`config.mk`:
```
export PLATFORM = sky130hd
export DESIGN_NAME = alu_result_tx
export DESIGN_NICKNAME = d
export VERILOG_FILES = /design/src/rtl/alu_pkg.sv /design/src/rtl/alu_result_tx_baud_tick.sv /design/src/rtl/alu_result_tx.sv
export SDC_FILE = /design/constraint.sdc
export NUM_CORES = 1
export LEC_CHECK = 0
export BUFFER_PORTS_ARGS = -buffer_cell sky130_fd_sc_hd__buf_2
export CORE_UTILIZATION = 45
export CTS_BUF_LIST = sky130_fd_sc_hd__clkbuf_16
export DETAILED_ROUTE_END_ITERATION = 10
export PLACE_DENSITY_LB_ADDON = 0.1
export SYNTH_ARGS = -nofsm -noshare
export SYNTH_HDL_FRONTEND = slang
export SYNTH_SLANG_ARGS = --single-unit
```
`constraint.sdc`:
```
create_clock -name clk -period 6.4 [get_ports clk]
set_input_delay 1.28 -clock clk [delete_from_list [all_inputs] [get_ports clk]]
set_output_delay 1.28 -clock clk [all_outputs]
set_load 0.01 [all_outputs]
```
`src/rtl/alu_pkg.sv`:
```
// Shared constants for the ALU result serial transmitter: FSM state
// encoding, default baud divisor and UART line levels.
package alu_pkg;

  typedef logic [1:0] state_t;

  localparam state_t ST_IDLE  = 2'd0;
  localparam state_t ST_START = 2'd1;
  localparam state_t ST_DATA  = 2'd2;
  localparam state_t ST_STOP  = 2'd3;

  // 50 MHz system clock, 9600 baud
  localparam int DEFAULT_CLKS_PER_BIT = 5208;

  localparam logic UART_IDLE  = 1'b1;
  localparam logic UART_START = 1'b0;
  localparam logic UART_STOP  = 1'b1;

endpackage

```
`src/rtl/alu_result_tx_baud_tick.sv`:
```
// Baud-rate divider: free-running counter with synchronous clear that
// pulses tick for one cycle when the count reaches CLKS_PER_BIT-1.
module baud_tick #(
  parameter int CLKS_PER_BIT = alu_pkg::DEFAULT_CLKS_PER_BIT
) (
  input  logic clk,
  input  logic reset,
  input  logic clear,
  output logic tick
);

  localparam int W = $clog2(CLKS_PER_BIT);
  localparam logic [W-1:0] LAST = W'(CLKS_PER_BIT - 1);

  logic [W-1:0] count_reg;

  always_ff @(posedge clk) begin
    if (reset || clear) begin
      count_reg <= '0;
    end else if (count_reg == LAST) begin
      count_reg <= '0;
    end else begin
      count_reg <= count_reg + W'(1);
    end
  end

  assign tick = (count_reg == LAST);

endmodule

```
`src/rtl/alu_result_tx.sv`:
```
// Captures the signed ALU result on a rising edge of send and shifts it
// out LSB first on a UART line (start bit, size data bits, one stop bit).
module alu_result_tx
  import alu_pkg::*;
#(
  parameter int size         = 8,
  parameter int CLKS_PER_BIT = DEFAULT_CLKS_PER_BIT
) (
  input  logic                   clk,
  input  logic                   reset,
  input  logic signed [size-1:0] result,
  input  logic                   send,
  output logic                   tx,
  output logic                   busy,
  output logic                   done
);

  localparam int BW = (size > 1) ? $clog2(size) : 1;
  localparam logic [BW-1:0] LAST_BIT = BW'(size - 1);

  state_t            state_reg;
  state_t            state_next;
  logic              send_q_reg;
  logic [size-1:0]   shift_reg;
  logic [BW-1:0]     bit_idx_reg;
  logic              send_rise;
  logic              tick;
  logic              baud_clear;

  // send_q resets high so a button held through reset release is not an edge
  assign send_rise  = send & ~send_q_reg;
  assign baud_clear = (state_reg == ST_IDLE);

  baud_tick #(
    .CLKS_PER_BIT(CLKS_PER_BIT)
  ) u_baud_tick (
    .clk  (clk),
    .reset(reset),
    .clear(baud_clear),
    .tick (tick)
  );

  always_ff @(posedge clk) begin
    if (reset) begin
      state_reg <= ST_IDLE;
    end else begin
      state_reg <= state_next;
    end
  end

  always_ff @(posedge clk) begin
    if (reset) begin
      send_q_reg  <= 1'b1;
      shift_reg   <= '0;
      bit_idx_reg <= '0;
    end else begin
      send_q_reg <= send;
      if (state_reg == ST_IDLE && send_rise) begin
        shift_reg   <= result;
        bit_idx_reg <= '0;
      end else if (state_reg == ST_DATA && tick) begin
        shift_reg   <= shift_reg >> 1;
        bit_idx_reg <= (bit_idx_reg == LAST_BIT) ? '0 : bit_idx_reg + BW'(1);
      end
    end
  end

  always_comb begin
    state_next = state_reg;
    case (state_reg)
      ST_IDLE:  if (send_rise) state_next = ST_START;
      ST_START: if (tick) state_next = ST_DATA;
      ST_DATA:  if (tick && bit_idx_reg == LAST_BIT) state_next = ST_STOP;
      ST_STOP:  if (tick) state_next = ST_IDLE;
      default:  state_next = ST_IDLE;
    endcase
  end

  always_comb begin
    tx   = UART_IDLE;
    busy = (state_reg != ST_IDLE);
    done = 1'b0;
    case (state_reg)
      ST_START: tx = UART_START;
      ST_DATA:  tx = shift_reg[0];
      ST_STOP: begin
        tx   = UART_STOP;
        done = tick;
      end
      default:  tx = UART_IDLE;
    endcase
  end

endmodule

```
==> results.sh, run 1 <==
export IMPL_outcome="finished, violations left"
export IMPL_violations="design-rule violations"
export IMPL_holdPathStages=1
export IMPL_irDropWorstVdd_v=0.000125
export IMPL_path_max_fanout=15
export IMPL_skew_ns=0.00646
export IMPL_fin_setup_tns_ns=0
export IMPL_maxCapViolCount=0
export IMPL_grt_use_total_pct=19.0
export IMPL_hpwl_um=1980
export IMPL_rows=19
export IMPL_die_w_um=57.6
export IMPL_synthesis_nets=182
export IMPL_required_ns=5.12
export IMPL_rsz0062_at_grt="no"
export IMPL_synth_main_ff_cell="dfxtp_1"
export IMPL_grt_max_degree=17
export IMPL_grt_first_pass_wirelength_um=4950
export IMPL_grt_antenna_before_repair=0
export IMPL_clock_fmax_mhz=285
export IMPL_cts_sinks=27
export IMPL_gp_congestion=0.757
export IMPL_drv_slew=0
export IMPL_ys_types=38
export IMPL_io_pins=14
export IMPL_path_cells="or4_4 > nor4_4 > and2_1 > buf_2"
export IMPL_synth_most_common_cell="nor2_1"
export IMPL_fin_ws_ns=2.89
export IMPL_synth_top_cell_by_area="dfxtp_1"
export IMPL_io_buffers=13
export IMPL_drive_above_1_share_pct=13.4
export IMPL_wirelength_um=2740
export IMPL_synth_ff_latch_count=27
export IMPL_ctsResizeCount=0
export IMPL_drt_iter0_markers=44
export IMPL_synthTopCellsByArea="dfxtp_1, nor2_1, ha_1, xnor2_1, a2111oi_0"
export IMPL_place_ws_ns=3.19
export IMPL_hp_class="reg -> reg"
export IMPL_arrival_ns=2.23
export IMPL_finalHoldViolations=0
export IMPL_remaining_drc_errors=3
export IMPL_synth_avg_cell_area_sq_um=8.54
export IMPL_final_nets=192
export IMPL_relSlewSlack_pct=51.8
export IMPL_cts_tree="yes"
export IMPL_syn_inst=163
export IMPL_fin_crit_sh_pct=54.9
export IMPL_min_from="u_baud_tick.count_reg[0]"
export IMPL_routedWlPerCell_um=13.5
export IMPL_clock_path_buffers=2
export IMPL_reg2reg_to="shift_reg[3]"
export IMPL_n_antenna_cell=0
export IMPL_grt_ovfl_total=0
export IMPL_worst_pin_slew_ns=0.717
export IMPL_critPathKind="reg -> out"
export IMPL_largest_register_ffs=13
export IMPL_post_synth_most_frequent_cells="nor2_1, dfxtp_1, xnor2_1"
export IMPL_cp_start_kind="flip-flop"
export IMPL_synth_top_area_share_pct=38.8
export IMPL_synth_edf_count=0
export IMPL_path_clk_slew_ns=0.07
export IMPL_setup_viol=0
export IMPL_max_stage_delay_ns=0.67
export IMPL_ant_nets=0
export IMPL_first_global_vias=1130
export IMPL_htree_num_levels=1
export IMPL_cpLargestDelayFamily="simple AND/OR/NAND/NOR gates"
export IMPL_ff2ff_path_depth=4
export IMPL_crit_path_end_kind="output pin"
export IMPL_reg2reg_from="u_baud_tick.count_reg[3]"
export IMPL_reg2reg_setup_slack_ns=4.00
export IMPL_start_util_pct=48.8
export IMPL_period_minus_slack_ns=3.51
export IMPL_drtPass1Iterations=7
export IMPL_worst_skew_pair_late_latency_ns=0.26
export IMPL_cp_slowest_cell="nor4_4"
export IMPL_synth_warning_count=0
export IMPL_synth_async_reset_ratio_pct=0
export IMPL_syn_to_final_growth_pct=10.2
export IMPL_pwr_density_cell_nw_per_um2=302
export IMPL_core_area_sq_um=2850
export IMPL_holdPathEnd="u_baud_tick.count_reg[0]"
export IMPL_die_area_sq_um=3320
export IMPL_dr_total_vias=1162
export IMPL_die_height_um=57.6
export IMPL_viasPerCell=5.72
export IMPL_hold_buffers=0
export IMPL_cts_root_buf="clkbuf_16"
export IMPL_syn_area_sq_um=1390
export IMPL_path_buf_inv=1
export IMPL_cts_buffers=3
export IMPL_p_leak_nw=0.538
export IMPL_cts_setup_buffers=0
export IMPL_synth_seq_area_share_pct=38.8
## worst max-delay path by stage
stage,endpoint,depth (start not counted),slack (ns),startpoint
2_1_floorplan,done,4,3.49,u_baud_tick.count_reg[3]
4_1_cts,done,4,2.89,u_baud_tick.count_reg[3]
6_report,done,4,2.89,u_baud_tick.count_reg[3]
3_5_place_dp,done,4,3.19,u_baud_tick.count_reg[3]
5_1_grt,done,4,2.78,u_baud_tick.count_reg[3]
3_3_place_gp,done,4,3.22,u_baud_tick.count_reg[3]
## report_power, final
group          internal, mW  switching, mW
sequential            0.182         0.0105
combinational        0.0488         0.0784
clock                0.0849         0.0589
## cell type report
| cell class | instances | area (sq um) |
|---|---|---|
| repair buffers | 13 | 65.1 |
| clock buffers | 3 | 75.1 |
| clock inverters | 1 | 7.51 |
| flip-flops and latches | 27 | 541 |
| inverters | 7 | 26.3 |
| well taps | 31 | 38.8 |
| multi-input cells | 121 | 782 |
| fillers | 270 | 1320 |
## layer usage
layer	global-route usage [%]	vias to the layer above	routed length (um)
li1	-	589	-
met1	22.1	559	1280
met2	35.4	12	1390
met3	3.57	2	58
met4	5.57	0	17
met5	0	-	0
## cell families (layout without fill, tap and decap cells)
group / Yosys count / count (layout) / share of synthesized area [%]
AOI/OAI and AO/OA: 33 / 33 / 16.4
xor gates and xnor gates: 11 / 11 / 6.92
adders and majority gates: 8 / 8 / 7.19
buffers and inverters: 15 / 24 / 5.03
DFF: 27 / 27 / 38.8
and+or+nand+nor: 69 / 69 / 25.6
## cell usage in the layout, fill, tap and decap left out, types with 5 or more instances in the layout
cell       instances
nand3_1            8
a2111oi_0          5
dfxtp_1           27
inv_1              7
ha_1               8
buf_2             13
nor2_1            32
a21oi_1            7
nand2_1            5
xnor2_1            9
o21ai_0            6
## through the flow
stage	power [mW]	cells	hold slack (ns)	utilization (%)	cell area [sq um]
after floorplan	0.293	163	0.418	-	1390
after global placement	0.319	199	0.432	50.9	1450
after detailed placement	0.323	199	0.440	50.9	1450
after CTS	0.468	203	0.451	53.8	1540
after global routing	0.499	203	0.492	53.8	1540
final	0.463	203	0.445	53.8	1540
(Power assumes the default switching activity.)
==> run 2, diff against run 1 <==
- clock period: 6.4 -> 3.34 ns (I/O delays scaled with it)
==> results.sh, run 2 (synthesis gave the netlist of run 1 again) <==
export IMPL_outcome="finished, violations left"
export IMPL_violations="design-rule violations"
export IMPL_reg2reg_to="bit_idx_reg[0]"
export IMPL_ff2ff_path_depth=4
export IMPL_place_ws_ns=0.989
export IMPL_die_height_um=57.6
export IMPL_die_area_sq_um=3320
export IMPL_dr_total_vias=1148
export IMPL_cts_sinks=27
export IMPL_largest_register_ffs=13
export IMPL_layout_commonest_cell="nor2_1"
export IMPL_path_buf_inv=2
export IMPL_relSlewSlack_pct=61.6
export IMPL_critPathLaunch="u_baud_tick.count_reg[3]"
export IMPL_cts_root_buf="clkbuf_16"
export IMPL_io_pins=14
export IMPL_cts_tree="yes"
export IMPL_arrival_ns=1.98
export IMPL_io_buffers=13
export IMPL_final_nets=193
export IMPL_path_clk_slew_ns=0.07
export IMPL_n_antenna_cell=0
export IMPL_grt_ovfl_total=0
export IMPL_syn_to_final_growth_pct=10.8
export IMPL_wirelength_um=2890
export IMPL_reg2reg_from="u_baud_tick.count_reg[3]"
export IMPL_clock_path_buffers=2
export IMPL_layout_common_cells="nor2_1, dfxtp_1, buf_2, xnor2_1"
export IMPL_start_util_pct=48.8
export IMPL_hpwl_um=2120
export IMPL_rows=19
export IMPL_hp_class="reg -> reg"
export IMPL_grt_use_total_pct=19.0
export IMPL_gp_congestion=0.783
export IMPL_cp_start_kind="flip-flop"
export IMPL_worst_skew_pair_late_latency_ns=0.26
export IMPL_reg2reg_setup_slack_ns=1.05
export IMPL_irDropWorstVdd_v=0.000342
export IMPL_period_minus_slack_ns=2.65
export IMPL_setup_viol=0
export IMPL_grt_first_pass_wirelength_um=4950
export IMPL_clock_fmax_mhz=377
export IMPL_cp_slowest_cell="or4_4"
export IMPL_ctsResizeCount=0
export IMPL_viasPerCell=5.63
export IMPL_critPathKind="reg -> out"
export IMPL_drtPass1Iterations=7
export IMPL_max_stage_delay_ns=0.59
export IMPL_dr_wl_met3_um=71
export IMPL_path_cells="or4_4 > nor4_4 > buf_4 > and2_1 > buf_2"
export IMPL_first_global_vias=1179
export IMPL_grt_max_degree=17
export IMPL_pwr_density_cell_nw_per_um2=577
export IMPL_core_area_sq_um=2850
export IMPL_cpLargestDelayFamily="simple AND/OR/NAND/NOR gates"
export IMPL_maxCapViolCount=0
export IMPL_htree_num_levels=1
export IMPL_path_depth=5
export IMPL_wl_met2_um=1490
export IMPL_maxUsedRoutingLayer="met4"
export IMPL_drv_slew=0
export IMPL_fin_crit_sh_pct=79.4
export IMPL_ant_nets=0
export IMPL_hold_buffers=0
export IMPL_p_leak_nw=0.543
export IMPL_die_w_um=57.6
export IMPL_rsz0062_at_grt="no"
export IMPL_cts_buffers=3
export IMPL_met1Wirelength_um=1290
export IMPL_remaining_drc_errors=3
export IMPL_skew_ns=0.00416
export IMPL_cts_setup_buffers=0
export IMPL_grt_antenna_before_repair=0
export IMPL_crit_path_end="done"
export IMPL_drive_above_1_share_pct=13.9
export IMPL_routedWlPerCell_um=14.2
export IMPL_path_max_fanout=15
export IMPL_finalHoldViolations=0
export IMPL_crit_path_end_kind="output pin"
export IMPL_finalPower_uw=890
export IMPL_fin_setup_tns_ns=0
export IMPL_drt_iter0_markers=48
export IMPL_required_ns=2.67
export IMPL_fin_ws_ns=0.688
export IMPL_worst_pin_slew_ns=0.571
-- run 2: through the flow --
stage,cells,hold slack (ns),util (%),instance area (sq um)
finish,204,0.453,54.1,1540
CTS,204,0.455,54.1,1540
floorplan,163,0.418,-,1390
global placement,200,0.430,51.2,1460
detailed placement,200,0.440,51.2,1460
global route,204,0.471,54.1,1540
-- run 2: cell type report --
type / count / area (sq um)
Sequential cell: 27 / 541
Tap cell: 31 / 38.8
Inverter: 7 / 26.3
Fill cell: 286 / 1310
Timing Repair Buffer: 14 / 72.6
Multi-Input combinational cell: 121 / 782
Clock inverter: 1 / 7.51
Clock buffer: 3 / 75.1
-- run 2: worst register-to-register path, stage by stage, from the launching register on --
cell and delay [ns]:
dfxtp_1 0.38, or4_4 0.59, or4_1 0.65, or4_1 0.45, a21oi_1 0.15
-- run 2: how the worst min path moves through the flow --
stage | from | end | slack, ns | cells past startpoint
final | u_baud_tick.count_reg[0] | u_baud_tick.count_reg[0] | 0.45 | 1
after global routing | u_baud_tick.count_reg[0] | u_baud_tick.count_reg[0] | 0.47 | 1
after CTS | u_baud_tick.count_reg[0] | u_baud_tick.count_reg[0] | 0.45 | 1
after detailed placement | u_baud_tick.count_reg[0] | u_baud_tick.count_reg[0] | 0.44 | 1
after global placement | u_baud_tick.count_reg[0] | u_baud_tick.count_reg[0] | 0.43 | 1
after floorplan | u_baud_tick.count_reg[0] | u_baud_tick.count_reg[0] | 0.42 | 1
-- run 2: per-layer routing --
layer / up-vias / GRT usage [%]
li1: 591 / -
met1: 535 / 20.6
met2: 18 / 37.0
met3: 4 / 4.24
met4: 0 / 4.53
met5: - / 0
-- run 2: where the power goes --
part / switching, mW / leakage (nW) / internal [mW]
logic: 0.153 / 0.287 / 0.0934
clock network: 0.111 / 0.0371 / 0.163
registers: 0.0214 / 0.219 / 0.349
total: 0.285 / 0.543 / 0.605
==> run 3, diff against run 2 <==
- clock period: 3.34 -> 2.6 ns (I/O delays scaled with it)
==> results.sh, run 3 (synthesis gave the netlist of run 1 again) <==
export IMPL_outcome="finished, violations left"
export IMPL_violations="design-rule violations"
export IMPL_cts_buffers=3
export IMPL_first_global_vias=1114
export IMPL_top_usage_layer="met2"
export IMPL_clock_fmax_mhz=426
export IMPL_path_cells="inv_1 > ha_1 > inv_1 > nor2_1 > a21oi_1 > buf_2"
export IMPL_max_stage_delay_ns=0.41
export IMPL_n_antenna_cell=0
export IMPL_cpMostUsedCell="inv_1"
export IMPL_p_leak_nw=0.547
export IMPL_grtUsageMet3_pct=3.35
export IMPL_final_nets=193
export IMPL_drtPass1Iterations=7
export IMPL_clock_path_buffers=2
export IMPL_io_buffers=13
export IMPL_ff2ff_path_depth=4
export IMPL_relSlewSlack_pct=62.1
export IMPL_setup_viol=0
export IMPL_use_met1_pct=23.0
export IMPL_drive_above_1_share_pct=13.9
export IMPL_cts_sinks=27
export IMPL_cts_tree="yes"
export IMPL_fin_cells=204
export IMPL_routedWlPerCell_um=13.6
export IMPL_die_area_sq_um=3320
export IMPL_start_util_pct=48.8
export IMPL_worst_pin_slew_ns=0.564
export IMPL_die_w_um=57.6
export IMPL_pwr_density_cell_nw_per_um2=741
export IMPL_fin_crit_sh_pct=90.2
export IMPL_layout_commonest_cell="nor2_1"
export IMPL_path_depth=6
export IMPL_finalHoldViolations=0
export IMPL_ctsResizeCount=0
export IMPL_htree_num_levels=1
export IMPL_cts_root_buf="clkbuf_16"
export IMPL_core_area_sq_um=2850
export IMPL_io_pins=14
export IMPL_crit_path_end_kind="output pin"
export IMPL_period_minus_slack_ns=2.35
export IMPL_path_max_fanout=14
export IMPL_cp_start_kind="flip-flop"
export IMPL_grt_ovfl_total=0
export IMPL_layout_common_cells="nor2_1, dfxtp_1, buf_2, xnor2_1"
export IMPL_path_clk_slew_ns=0.07
export IMPL_holdPathStages=1
export IMPL_reg2reg_setup_slack_ns=0.33
export IMPL_critPathKind="reg -> out"
export IMPL_grt_first_pass_wirelength_um=4790
export IMPL_fin_setup_tns_ns=0
export IMPL_remaining_drc_errors=3
export IMPL_skew_ns=0.00496
export IMPL_irDropWorstVdd_v=0.000427
export IMPL_place_inst=200
export IMPL_required_ns=2.08
export IMPL_arrival_ns=1.83
export IMPL_drv_slew=0
export IMPL_rsz0062_at_grt="no"
export IMPL_hp_class="reg -> reg"
export IMPL_grt_max_degree=16
export IMPL_hold_buffers=0
export IMPL_worst_skew_pair_late_latency_ns=0.26
export IMPL_grt_use_total_pct=18.6
export IMPL_cpLargestDelayFamily="buffers and inverters"
export IMPL_cp_slowest_cell="dfxtp_1"
export IMPL_cts_setup_buffers=0
export IMPL_gp_congestion=0.761
export IMPL_viasPerCell=5.67
export IMPL_wirelength_um=2780
export IMPL_dr_total_vias=1157
export IMPL_die_height_um=57.6
export IMPL_path_buf_inv=3
export IMPL_hold_slack_ns=0.451
export IMPL_hpwl_um=2000
export IMPL_drt_iter0_markers=50
export IMPL_rows=19
export IMPL_maxCapViolCount=0
export IMPL_largest_register_ffs=13
export IMPL_grt_util_met2_pct=31.4
export IMPL_syn_to_final_growth_pct=10.6
export IMPL_ant_nets=0
export IMPL_grt_antenna_before_repair=0
-- run 3: cell count changes in the layout (fill, tap and decap cells not counted) --
cell,before,now
clkinv_2,0,1
clkinvlp_4,1,0
-- run 3: worst reg2reg max path: cells and delay by family, from the launching register on --
| kind | cells | cell delay, ns |
|---|---|---|
| flip-flops | 1 | 0.36 |
| AND/OR/NAND/NOR | 3 | 1.69 |
| AO/OA/AOI/OAI | 1 | 0.16 |
-- run 3: final timing paths --
check / start / end
worst max-delay path: state_reg[0] / tx
worst min-delay path: u_baud_tick.count_reg[0] / u_baud_tick.count_reg[0]
worst max register to register: u_baud_tick.count_reg[3] / bit_idx_reg[0]
worst min register to register: u_baud_tick.count_reg[0] / u_baud_tick.count_reg[0]
-- run 3: final cells by class --
type,instances,area (sq um)
Multi-Input combinational cell,121,782
Timing Repair Buffer,14,72.6
Sequential cell,27,541
Clock inverter,1,5.00
Tap cell,31,38.8
Clock buffer,3,75.1
Inverter,7,26.3
Fill cell,275,1310
-- run 3: through the flow --
| stage | area, sq um | worst slack, ns | utilization (%) | power, mW |
|---|---|---|---|---|
| after CTS | 1540 | 0.248 | 54.0 | 1.15 |
| after floorplan | 1390 | 0.449 | - | 0.721 |
| after detailed placement | 1460 | 0.362 | 51.2 | 0.797 |
| final | 1540 | 0.254 | 54.0 | 1.14 |
| after global routing | 1540 | 0.0894 | 54.0 | 1.22 |
| after global placement | 1460 | 0.424 | 51.2 | 0.784 |
-- run 3: layer usage --
metal / part of all wire [%] / wire, um
met3: 3.7 / 103
met2: 46 / 1270
met5: 0 / 0
met1: 49 / 1350
met4: 1.8 / 50
-- run 3: power breakdown --
| part | internal, mW | switching [mW] | leakage (nW) |
|---|---|---|---|
| Clock | 0.208 | 0.147 | 0.0409 |
| Sequential | 0.448 | 0.0279 | 0.219 |
| Combinational | 0.120 | 0.191 | 0.287 |
| Total | 0.776 | 0.366 | 0.547 |
